## src/rtl/hbridge_driver.sv

```systemverilog
// hbridge_driver: two-channel H-bridge controller with a shared PWM counter.
// Each channel has its own FSM: IDLE, DEAD, RAMP, RUN and BRAKE. Every
// direction reversal, and every exit from brake, passes through a dead
// interval in which both bridge sides are off. The outputs are registered,
// so a command sampled on one edge is visible on the pins after that edge.
//
// Parameters
//   PWM_BITS    width of the PWM counter and of the duty value
//   DEAD_CYCLES number of clocks both bridge sides are held off
//   RAMP_STEP   duty increment per PWM period during soft start
//
// Ports
//   clk       system clock; all state changes on the rising edge
//   rst       synchronous reset, active high
//   motor_in  direction command; [1:0] ch0, [3:2] ch1; 01 fwd, 10 rev, 00/11 brake
//   motor_en  run enable, one bit per channel
//   duty      target duty shared by both channels
//   hb_in     registered bridge direction pins (same mapping as motor_in)
//   hb_en     registered PWM enable pins, one per channel
//   busy      bit n high while channel n is in DEAD or RAMP
//
// Build option
//   HBRIDGE_SOFT_START_EN  defined: RAMP adds RAMP_STEP at each PWM period
//                          boundary until it reaches duty.
//                          undefined: RAMP lasts one clock and loads duty.
module hbridge_driver #(
  parameter int unsigned PWM_BITS    = 8,
  parameter int unsigned DEAD_CYCLES = 16,
  parameter int unsigned RAMP_STEP   = 4
) (
  input  logic                clk,
  input  logic                rst,
  input  logic [3:0]          motor_in,
  input  logic [1:0]          motor_en,
  input  logic [PWM_BITS-1:0] duty,
  output logic [3:0]          hb_in,
  output logic [1:0]          hb_en,
  output logic [1:0]          busy
);

  localparam int unsigned DW = (DEAD_CYCLES > 1) ? $clog2(DEAD_CYCLES + 1) : 1;
  localparam logic [DW-1:0] DEAD_LOAD = DW'(DEAD_CYCLES);

  typedef enum logic [2:0] {
    S_IDLE,
    S_DEAD,
    S_RAMP,
    S_RUN,
    S_BRAKE
  } state_e;

  // A zero step would stall soft start forever.
  if (RAMP_STEP == 0) begin : g_bad_ramp_step
    $error("hbridge_driver: RAMP_STEP must be at least 1");
  end

  logic [PWM_BITS-1:0] pwm_cnt_q, pwm_cnt_d;

  always_comb begin
    pwm_cnt_d = pwm_cnt_q + 1'b1;
  end

  always_ff @(posedge clk) begin
    if (rst) begin
      pwm_cnt_q <= '0;
    end else begin
      pwm_cnt_q <= pwm_cnt_d;
    end
  end

`ifdef HBRIDGE_SOFT_START_EN
  localparam logic [PWM_BITS:0] STEP_W = (PWM_BITS + 1)'(RAMP_STEP);
  logic period_end;
  // The counter is at all-ones: the next edge wraps it and starts a period.
  assign period_end = &pwm_cnt_q;
`endif

  for (genvar g = 0; g < 2; g++) begin : g_ch
    logic [1:0]          cmd;
    logic                drive;
    logic                run_en;
    state_e              state_q, state_d;
    logic [1:0]          dir_q, dir_d;
    logic [PWM_BITS-1:0] cur_q, cur_d;
    logic [DW-1:0]       dead_q, dead_d;
    logic [1:0]          pair_q, pair_d;
    logic                pwm_en_q, pwm_en_d;
    logic                busy_q, busy_d;
`ifdef HBRIDGE_SOFT_START_EN
    logic [PWM_BITS:0]   ramp_sum;
`endif

    assign cmd    = motor_in[2*g +: 2];
    assign drive  = cmd[0] ^ cmd[1];
    assign run_en = motor_en[g];

    always_comb begin
      state_d = state_q;
      dir_d   = dir_q;
      cur_d   = cur_q;
      dead_d  = dead_q;
`ifdef HBRIDGE_SOFT_START_EN
      ramp_sum = {1'b0, cur_q} + STEP_W;
`endif
      case (state_q)
        S_IDLE: begin
          if (run_en) begin
            cur_d = '0;
            if (drive) begin
              state_d = S_RAMP;
              dir_d   = cmd;
            end else begin
              state_d = S_BRAKE;
            end
          end
        end
        S_RAMP, S_RUN: begin
          if (!run_en) begin
            state_d = S_IDLE;
            cur_d   = '0;
          end else if (!drive) begin
            state_d = S_BRAKE;
            cur_d   = '0;
          end else if (cmd != dir_q) begin
            state_d = S_DEAD;
            dead_d  = DEAD_LOAD;
            cur_d   = '0;
          end else if (state_q == S_RUN) begin
            cur_d = duty;
          end else begin
`ifdef HBRIDGE_SOFT_START_EN
            if (cur_q == duty) begin
              state_d = S_RUN;
            end else if (period_end) begin
              // Saturate at the target; this also pulls cur_duty down if the
              // target dropped below it mid-ramp.
              if (ramp_sum >= {1'b0, duty}) begin
                cur_d = duty;
              end else begin
                cur_d = ramp_sum[PWM_BITS-1:0];
              end
            end
`else
            cur_d   = duty;
            state_d = S_RUN;
`endif
          end
        end
        S_DEAD: begin
          // Direction toggles are ignored here; only disable cuts it short.
          if (!run_en) begin
            state_d = S_IDLE;
            dead_d  = '0;
          end else if (dead_q <= DW'(1)) begin
            dead_d = '0;
            cur_d  = '0;
            if (drive) begin
              state_d = S_RAMP;
              dir_d   = cmd;
            end else begin
              state_d = S_BRAKE;
            end
          end else begin
            dead_d = dead_q - 1'b1;
          end
        end
        S_BRAKE: begin
          cur_d = '0;
          if (!run_en) begin
            state_d = S_IDLE;
          end else if (drive) begin
            state_d = S_DEAD;
            dead_d  = DEAD_LOAD;
          end
        end
        default: begin
          state_d = S_IDLE;
          cur_d   = '0;
          dead_d  = '0;
        end
      endcase
    end

    // Pins are derived from next-state values so the registered outputs
    // line up with the state they describe, and hb_en matches pwm_cnt_q.
    always_comb begin
      pair_d   = 2'b00;
      pwm_en_d = 1'b0;
      busy_d   = (state_d == S_DEAD) || (state_d == S_RAMP);
      case (state_d)
        S_RAMP, S_RUN: begin
          pair_d   = dir_d;
          pwm_en_d = (pwm_cnt_d < cur_d);
        end
        S_BRAKE: begin
          pair_d   = 2'b11;
          pwm_en_d = 1'b1;
        end
        default: begin
          pair_d   = 2'b00;
          pwm_en_d = 1'b0;
        end
      endcase
    end

    always_ff @(posedge clk) begin
      if (rst) begin
        state_q  <= S_IDLE;
        dir_q    <= '0;
        cur_q    <= '0;
        dead_q   <= '0;
        pair_q   <= '0;
        pwm_en_q <= 1'b0;
        busy_q   <= 1'b0;
      end else begin
        state_q  <= state_d;
        dir_q    <= dir_d;
        cur_q    <= cur_d;
        dead_q   <= dead_d;
        pair_q   <= pair_d;
        pwm_en_q <= pwm_en_d;
        busy_q   <= busy_d;
      end
    end
  end

  assign hb_in = {g_ch[1].pair_q, g_ch[0].pair_q};
  assign hb_en = {g_ch[1].pwm_en_q, g_ch[0].pwm_en_q};
  assign busy  = {g_ch[1].busy_q, g_ch[0].busy_q};

endmodule

```

## config.mk

```make
export PLATFORM = sky130hd
export DESIGN_NAME = hbridge_driver
export DESIGN_NICKNAME = d
export VERILOG_FILES = /design/src/rtl/hbridge_driver.sv
export SDC_FILE = /design/constraint.sdc
export NUM_CORES = 1
export LEC_CHECK = 0
export ABC_AREA = 1
export CAP_MARGIN = 15
export CORE_ASPECT_RATIO = 1.4
export CORE_MARGIN = 5
export CORE_UTILIZATION = 50
export DETAILED_ROUTE_END_ITERATION = 16
export PLACE_DENSITY_LB_ADDON = 0.15
export SYNTH_ARGS = -nofsm -noshare
export SYNTH_HDL_FRONTEND = slang
export SYNTH_SLANG_ARGS = --single-unit
```

## constraint.sdc

```tcl
create_clock -name clk -period 2.2 [get_ports clk]
set_input_delay 0.22 -clock clk [delete_from_list [all_inputs] [get_ports clk]]
set_output_delay 0.22 -clock clk [all_outputs]
set_load 0.01 [all_outputs]
```

==> impl_results.md, run 1 <==
- Result of the run: finished, final reports clean
- Y dimension of the die: 99.94 um
- Max Clk Rate: 479.4 MHz
- Gp weighted congestion: 0.8334
- Sum of buffers and inverters on the critical path: 2
- Vias in the first global route: 2,541
- Non-filler cells in the finished layout: 519
- Deepest clock path buffer count: 2
- Initial antenna violation count: 0
- CP max-delay cell: dfxtp_2
- Global-route usage over all layers: 18.41%
- Netlist Area Pre-Place: 2889 sq um
- Area added between synthesis and finish: 33.22%
- Full die area: 7420 sq um
- Syn Nets: 413
- Synthesis-stage register bit count: 52
- RSZ-0062 raised after global routing: true
- Delay contributed by the slowest stage of the critical path: 330 ps
- Worst Reg2Reg Path Length in Cells: 13
- Cell at the root of the clock tree: clkbuf_8
- Clock-pin transition on the worst setup and hold timing paths: 90 ps
- Stages on worst setup path: 13
- Max rail drop VDD: 0.3425 mV
- Count of unique library cells instantiated by Yosys: 40
- Maximum number of pins on one net before global-route repair: 42
- Type of destination of the critical path: flop
- Iteration count of the initial detailed-routing pass: 4
- # Max-Cap Violations: 0
- Largest clock skew in the final design: 8.466 ps
- Die width: 74.25 um
- Global-route wire length before repair: 10,760 um
- Crit path max-delay family: compound AO/OA/AOI/OAI gates
- Shortest period the worst path allows: 2086 ps
- Total Nets Final: 485
- Critical Path, Cell by Cell: inv_2, ha_2, o21bai_4, nand2_2, nand2_2, nand2_4, a22o_1, inv_2, ha_4, a211o_1, nor4_2, nand2_1, nand2_1
- Count of final setup violators: 0
- Fin crit share: 94.82%
- Worst Path Max Fanout: 4
- Data arrival at the endpoint of the critical path: 2340 ps
- Cells after synthesis: 378
- Clock sinks: 52
- Mean post-synth cell area: 7.643 sq um
- Power density over cell area: 541.6 nW/um^2
- Gr ovfl total: 0
- Final HPWL from detailed placement: 4817 um
- Total leakage power: 1.803 nW
- Number of cells on the worst hold path: 3
- Number of DRC markers in iteration 0: 98
- CP required: 2450 ps
- Total inserted antenna cells: 0
- Initial cell density of the core: 51.91%
- CTS H-tree lvls: 2
- Total via count after detailed routing: 2,623
- Sum of negative setup slack: 0 ps
- Vias per std cell: 5.054
- Startpoint type of the worst setup path: flop
- Clk Latency, worst-skew pair: 300 ps
- Path type of the worst min-delay path: in2reg
- Post-detailed-route DRC marker count: 0
- Final wirelength: 6764 um
- Worst setup slack before clock tree synthesis: -370.4 ps
- Worst-margin pin slew: 357.0 ps
- Share of the yosys chip area belonging to registers: 36.03%
- Worst-case setup margin in the final layout: 114.0 ps
- Post-Place Cells: 498
- # rows: 32
- Share of layout cells above drive strength 1: 30.82%
- Final Hold Violating Endpoints: 0
- Remaining max-slew budget at the tightest pin: 76.00%
- Number of buffers added on ports: 23
- Clock buffers created by TritonCTS: 5
- Clock tree from TritonCTS: yes
- Number of nets with antenna violations after routing: 0
- Final hold slack: 301.3 ps
- Core footprint: 5565 sq um
- Class of the most critical setup path: reg2reg
- Final-report max-slew violation count: 0
- Yosys warning count: 0
- Routed len/inst: 13.03 um
- Top-level port count: 24
-- power breakdown --
group | internal [mW] | switching, mW
Clock | 0.338 | 0.311
Combinational | 0.206 | 0.234
Sequential | 0.976 | 0.0198
-- final timing paths --
path	slack [ps]	start	to
worst max-delay path	110	g_ch[1].dead_q[1]	g_ch[1].pwm_en_q
worst min-delay path	300	motor_in[2]	g_ch[1].dir_q[0]
worst max register to register	110	g_ch[1].dead_q[1]	g_ch[1].pwm_en_q
worst min register to register	470	g_ch[0].cur_q[0]	g_ch[0].cur_q[0]
-- synth_stat cells (all sizes together) --
library cell | instances | area, sq um
a211o | 1 | 8.760
a211oi | 1 | 7.510
a21oi | 20 | 100.1
a22o | 7 | 61.31
a31oi | 2 | 12.51
a32o | 7 | 70.07
and3b | 2 | 17.52
buf | 7 | 45.05
clkbuf | 3 | 11.26
dfxtp | 52 | 1041
ha | 19 | 237.7
inv | 69 | 261.5
nand2 | 70 | 285.3
nand3 | 17 | 105.1
nand3b | 1 | 7.510
nand4 | 9 | 56.30
nor2 | 57 | 286.5
nor3 | 6 | 35.03
nor3b | 1 | 12.51
nor4 | 2 | 25.02
o2111ai | 1 | 8.760
o211ai | 4 | 40.03
o21ai | 6 | 33.78
o21bai | 2 | 15.01
o31ai | 1 | 7.510
xnor2 | 1 | 8.760
xor2 | 10 | 87.58
-- layer usage --
layer  GRT usage, %  wire, um  vias to the layer above
li1               -         -                     1359
met1          19.94      2657                     1214
met2          34.49      3741                       32
met3          2.806       157                       18
met4          7.534       208                        0
met5              0         0                        -
-- logic make-up (layout without fill, tap and decap cells) --
| logic type | count (synthesis) | in the layout | share of synthesized area, % |
|---|---|---|---|
| buf+inv | 79 | 152 | 11.00 |
| flops | 52 | 52 | 36.03 |
| fa+ha+maj | 19 | 19 | 8.229 |
| compound gates | 52 | 52 | 12.65 |
| xor+xnor | 11 | 11 | 3.335 |
| simple gates | 165 | 165 | 28.76 |
-- tightest hold or removal path, stage by stage --
cell and delay [ps]:
dlymetal6s2s_1 150, nand4_1 100, a21oi_1 80
-- what timing repair did --
item | CTS | global route
hold buffers | 0 | 0
buffers inserted | 8 | 5
gates cloned | 0 | 0
resized for setup | 6 | 43
pin swaps | 3 | 27
setup endpoints to repair | 2 | 4
-- final cells by class --
| cell class | count | area, sq um |
|---|---|---|
| well taps | 68 | 85.08 |
| clock buffers | 6 | 72.57 |
| multi-input cells | 247 | 1699 |
| fillers | 464 | 1717 |
| repair buffers | 75 | 643.1 |
| clock inverters | 2 | 35.03 |
| flip-flops and latches | 52 | 1050 |
| inverters | 69 | 264.0 |
-- cells in the final DEF (no fill, tap or decap), drive strengths merged, types with 2 or more instances in the layout --
cell type and count:
nor3 6, inv 69, buf 52, nand4 9, nor4 2, and3b 2, dlymetal6s2s 4, nor2 57
o21ai 6, ha 19, dfxtp 52, clkbuf 6, a31oi 2, nand2 70, clkdlybuf4s50 19, o21bai 2
a22o 7, a32o 7, xor2 10, nand3 17, a21oi 20, o211ai 4
-- sequential cells by signal, summed over array words and instances, names as in the netlist --
name	flops
g_ch.busy_q	2
g_ch.pair_q	4
g_ch.pwm_en_q	2
g_ch.cur_q	16
g_ch.dir_q	4
g_ch.dead_q	10
g_ch.state_q	6
pwm_cnt_q	8
-- metrics by stage --
stage	total power [mW]	util, %	instance area [sq um]
finish	2.084	69.15	3849
global route	2.198	69.15	3849
CTS	2.079	65.54	3647
detailed placement	1.394	62.14	3458
global placement	1.388	62.14	3458
floorplan	1.250	-	2894
No activity file was read; power rests on OpenSTA's default activity.
==> run 2, diff against run 1 <==
Settings changed: CTS_CLUSTER_SIZE set to 30.
==> results of run 2 <==
No change in the layout: final DEF, timing and power equal those of run 1.
